===== src/rtl/serial_adder_pkg.sv =====
// serial_adder_pkg: shared types and helpers for the bit-serial adder.
// Latency: n/a (types only).
// Backpressure: n/a.
package serial_adder_pkg;

  typedef enum logic [1:0] {
    IDLE = 2'd0,
    RUN  = 2'd1,
    DONE = 2'd2
  } state_e;

  // Bit counter width for a given operand width; it only has to reach WIDTH-1.
  function automatic int cnt_width(input int width);
    return (width <= 2) ? 1 : $clog2(width);
  endfunction

endpackage


===== src/rtl/serial_adder_full_adder.sv =====
// full_adder: single-bit full adder cell used by the serial datapath.
// Latency: combinational.
// Backpressure: none.
module full_adder (
  input  logic x,
  input  logic y,
  input  logic ci,
  output logic s,
  output logic co
);

  assign s  = x ^ y ^ ci;
  assign co = (x & y) | (x & ci) | (y & ci);

endmodule


===== src/rtl/serial_adder.sv =====
// serial_adder: bit-serial A+B+cin, one bit per clock LSB first, one FA cell.
// Latency: start accepted at edge E, done high between edges E+WIDTH and E+WIDTH+1.
// Backpressure: start ignored while busy; next start accepted at E+WIDTH+2 earliest.
module serial_adder
  import serial_adder_pkg::*;
#(
  parameter int WIDTH = 8
) (
  input  logic             clk,
  input  logic             rst_n,
  input  logic             start,
  input  logic [WIDTH-1:0] a,
  input  logic [WIDTH-1:0] b,
  input  logic             cin,
  output logic             busy,
  output logic             done,
  output logic [WIDTH-1:0] sum,
  output logic             cout
);

  localparam int CW = cnt_width(WIDTH);

  state_e           state_q, state_d;
  logic [WIDTH-1:0] a_sr_q, a_sr_d;
  logic [WIDTH-1:0] b_sr_q, b_sr_d;
  logic [WIDTH-1:0] sum_q, sum_d;
  logic             carry_q, carry_d;
  logic             cout_q, cout_d;
  logic [CW-1:0]    cnt_q, cnt_d;

  logic fa_s;
  logic fa_co;

  // The only arithmetic in the block: one bit of the sum per RUN cycle.
  full_adder u_fa (
    .x  (a_sr_q[0]),
    .y  (b_sr_q[0]),
    .ci (carry_q),
    .s  (fa_s),
    .co (fa_co)
  );

  // Next-state and datapath update; hold everything by default.
  always_comb begin
    state_d = state_q;
    a_sr_d  = a_sr_q;
    b_sr_d  = b_sr_q;
    sum_d   = sum_q;
    carry_d = carry_q;
    cout_d  = cout_q;
    cnt_d   = cnt_q;

    unique case (state_q)
      IDLE: begin
        if (start) begin
          a_sr_d  = a;
          b_sr_d  = b;
          carry_d = cin;
          cnt_d   = '0;
          sum_d   = '0;
          state_d = RUN;
        end
      end
      RUN: begin
        a_sr_d  = {1'b0, a_sr_q[WIDTH-1:1]};
        b_sr_d  = {1'b0, b_sr_q[WIDTH-1:1]};
        sum_d   = {fa_s, sum_q[WIDTH-1:1]};
        carry_d = fa_co;
        cnt_d   = cnt_q + CW'(1);
        // cout is left alone until the last bit so the previous result stays visible.
        if (cnt_q == CW'(WIDTH - 1)) begin
          cout_d  = fa_co;
          state_d = DONE;
        end
      end
      DONE: begin
        state_d = IDLE;
      end
      default: begin
        state_d = IDLE;
      end
    endcase
  end

  // State and datapath registers with synchronous active-low reset.
  always_ff @(posedge clk) begin
    if (!rst_n) begin
      state_q <= IDLE;
      a_sr_q  <= '0;
      b_sr_q  <= '0;
      sum_q   <= '0;
      carry_q <= 1'b0;
      cout_q  <= 1'b0;
      cnt_q   <= '0;
    end else begin
      state_q <= state_d;
      a_sr_q  <= a_sr_d;
      b_sr_q  <= b_sr_d;
      sum_q   <= sum_d;
      carry_q <= carry_d;
      cout_q  <= cout_d;
      cnt_q   <= cnt_d;
    end
  end

  assign busy = (state_q != IDLE);
  assign done = (state_q == DONE);
  assign sum  = sum_q;
  assign cout = cout_q;

endmodule


===== config.mk =====
export PLATFORM = sky130hd
export DESIGN_NAME = serial_adder
export DESIGN_NICKNAME = d
export VERILOG_FILES = /design/src/rtl/serial_adder_pkg.sv /design/src/rtl/serial_adder_full_adder.sv /design/src/rtl/serial_adder.sv
export SDC_FILE = /design/constraint.sdc
export NUM_CORES = 1
export LEC_CHECK = 0
export CORE_MARGIN = 5
export CORE_UTILIZATION = 52
export CTS_CLUSTER_DIAMETER = 40
export DETAILED_ROUTE_END_ITERATION = 8
export HOLD_SLACK_MARGIN = 0.12
export PLACE_DENSITY = 0.84
export SYNTH_ARGS = -nofsm -noshare
export SYNTH_HDL_FRONTEND = slang
export SYNTH_SLANG_ARGS = --single-unit

===== constraint.sdc =====
create_clock -name clk -period 2.5 [get_ports clk]
set_input_delay 0.625 -clock clk [delete_from_list [all_inputs] [get_ports clk]]
set_output_delay 0.625 -clock clk [all_outputs]
set_load 0.02 [all_outputs]

==> results.py <==
metrics = {
    "floorplanning": {
        "io_pins": 31,
        "dieArea_sq_mm": 0.003620,
        "chipHeight_microns": 60.17,
        "start_util_pct": 53.81,
        "core_area_sq_mm": 0.002432,
        "floorplan.rows": 18,
        "die_width_microns": 60.17,
    },
    "clocking": {
        "clock-sinks": 31,
        "insertion_delay_ns": 0.32,
        "cts_hold_buffers": 0,
        "cts_setup_buffers": 0,
        "post_cts_resized": 0,
        "cts_made_buffers": 5,
        "cts_tree": "yes",
        "cts-root-to-sink-buffers": 2,
        "clkTransAtPathRegs_ns": 0.09,
        "cts_root_buffer": "clkbuf_4",
        "cts_max_level": 2,
    },
    "logic_synthesis": {
        "ys_ff_latch": 31,
        "synth.area.mux_share_pct": 1.530,
        "syn_nets": 145,
        "seq_area_frac_synth_pct": 47.42,
        "ys_async_sr_fraction_pct": 0,
        "synth_area_sq_mm": 0.001309,
        "yosysWarnings": 0,
        "synth_xor_area_share_pct": 0,
        "synth_area_leaders": "dfxtp_1 47%, o221a_2 10%, o21a_1 6.9%",
        "synth_compound_area_share_pct": 31.17,
        "avgSynthCellArea_sq_um": 10.73,
        "synth_adder_area_share_pct": 3.442,
        "yosysTopAreaCellShare_pct": 47.42,
        "synth_simple_gate_area_share_pct": 8.317,
        "yosys.area.top_type": "dfxtp_1",
        "syn_inst": 122,
        "synth_cell_types": 30,
        "ys.flop_type": "dfxtp_1",
        "synthTopCellsByCount": "31 x dfxtp_1, 16 x nor2_1, 12 x o21a_1, 12 x o221a_2, 11 x a22oi_1",
        "synth_most_common_cell": "dfxtp_1",
        "synth-edff-count": 0,
        "synth_top_family_by_area": "compound AO/OA/AOI/OAI gates",
    },
    "global_route": {
        "grt_remaining_overflow": 0,
        "grt_max_degree": 17,
        "grt_usage_pct": 17.06,
        "grt_pass1_wl_mm": 4.574,
        "grt_pass1_vias": 1014,
        "antenna_found_initial": 0,
    },
    "sta": {
        "finalSetupTns_ns": 0,
        "fin_crit_ns": 2.244,
        "max_clock_freq_ghz": 0.4456,
        "clock_skew_ns": 0.008052,
        "finalCritPeriodShare_pct": 89.77,
        "rsz0062_at_grt": "false",
        "slew_viol_final": 0,
        "setup_viol": 0,
        "slew_headroom_pct": 47.00,
        "setup_slack_ns": 0.2558,
        "finalHoldViolCount": 0,
        "worstMarginPinSlew_ns": 0.7921,
    },
    "setup_path": {
        "crit_start": "state_q[0]",
        "path_class": "register to primary output",
        "worstRegToRegCells": 3,
        "r2r_slack_ns": 0.85,
        "rr_endpoint": "b_sr_q[3]",
        "rr_startpoint": "state_q[0]",
        "cp_max_fo": 8,
        "setup.worst_path.end": "busy",
        "start_kind": "register",
        "worstPathRequired_ns": 1.88,
        "critPathCaptureType": "primary output",
        "cp.arrival_ns": 1.62,
    },
    "flow_run": {
        "max-cap-violations": 0,
    },
    "detailed_routing": {
        "wl_per_cell_microns": 15.07,
        "routed_wl_mm": 2.743,
        "final_antenna_net_count": 0,
        "num_vias": 1045,
        "drc": 0,
        "drt_pass1_iterations": 4,
        "vias_per_cell": 5.742,
        "drt_iter0_drc": 77,
    },
    "power": {
        "p_leak_nw": 0.6302,
        "swShare_pct": 24.59,
        "p_sw_w": 0.0002384,
        "seq_power_share_pct": 55.7,
        "p_int_w": 0.0007311,
        "pwr-share-comb_pct": 15.0,
        "powerDensity_mw_per_mm2": 589.2,
        "power.clock.fraction_pct": 29.3,
        "ir_worst_vdd_v": 0.0004964,
    },
    "cells_and_area": {
        "area_delta_synth_final_pct": 25.72,
        "final_nets": 175,
        "drive_gt1_share_pct": 17.76,
        "antenna_cells": 0,
        "fin_cells": 182,
    },
    "place": {
        "dp.final_hpwl_mm": 2.031,
        "pre_cts_ws_ns": 0.2034,
        "dp_cells": 175,
        "gp_routability_congestion": 0.7379,
        "numPortBuffers": 30,
    },
    "worst_hold_path": {
        "hp-class": "register to register",
    },
    "status": {
        "status": "completed",
    },
}
state kept, by name, indices dropped and copies added (netlist names):
register / flops
a_sr_q: 8
b_sr_q: 8
carry_q: 1
cnt_q: 3
cout: 1
state_q: 2
sum: 8
layout make-up:
cell class | count | area [sq um]
inverters | 9 | 33.78
flip-flops and latches | 31 | 620.6
fillers | 193 | 787.0
well taps | 30 | 37.54
clock buffers | 6 | 51.30
multi-input cells | 73 | 581.8
clock inverters | 1 | 5.005
repair buffers | 32 | 315.3
stage by stage:
step	hold slack, ns	instance area [sq um]	power [W]	utilization [%]
floorplan	0.4661	1309	0.0006481	-
global placement	0.4786	1589	0.0006893	65.33
detailed placement	0.4947	1589	0.0006975	65.33
CTS	0.5081	1645	0.0009793	67.64
global route	0.5326	1645	0.001024	67.64
finish	0.5050	1645	0.0009695	67.64
critical path, stage by stage (launching register included):
cell and delay, ns:
dfxtp_1 0.54, nor2_1 0.10, inv_1 0.06, clkdlybuf4s50_1 0.59
logic make-up after synthesis:
| logic type | count (synthesis) |
|---|---|
| AND/OR/NAND/NOR | 23 |
| buffers and inverters | 18 |
| adder cells (fa/ha/maj) | 3 |
| AO/OA/AOI/OAI | 45 |
| flip-flops | 31 |
| multiplexers | 2 |
power by group through the flow:
stage | Combinational (W) | Clock [W] | Sequential (W)
after floorplan | 0.000102 | 0 | 0.000546
after global placement | 0.000140 | 0 | 0.000549
after detailed placement | 0.000147 | 0 | 0.000551
after CTS | 0.000147 | 0.000293 | 0.000540
after global routing | 0.000159 | 0.000322 | 0.000543
final | 0.000146 | 0.000284 | 0.000540
worst min-delay path by stage:
| stage | start | endpoint | slack (ns) | depth (start not counted) |
|---|---|---|---|---|
| final | carry_q | carry_q | 0.50 | 2 |
| after global routing | carry_q | carry_q | 0.53 | 2 |
| after CTS | carry_q | carry_q | 0.51 | 2 |
| after detailed placement | carry_q | carry_q | 0.49 | 2 |
| after global placement | carry_q | carry_q | 0.48 | 2 |
| after floorplan | a_sr_q[7] | a_sr_q[7] | 0.47 | 2 |
layout by cell type, fill, tap and decap left out, drive strengths merged, types with 6 or more instances in the layout:
cell type      count
clkdlybuf4s50     30
nor2              16
o21a              12
inv                8
a22oi             11
clkbuf             6
o221a             12
dfxtp             31
routing by layer:
layer	part of all wire (%)	vias to the layer above	track usage (%)	wire [microns]
li1	-	507	-	-
met1	43	494	20.24	1170
met2	48	38	27.62	1315
met3	7.9	6	6.479	217
met4	1.5	0	6.646	40
met5	0	-	0	0
(Power assumes the default switching activity.)
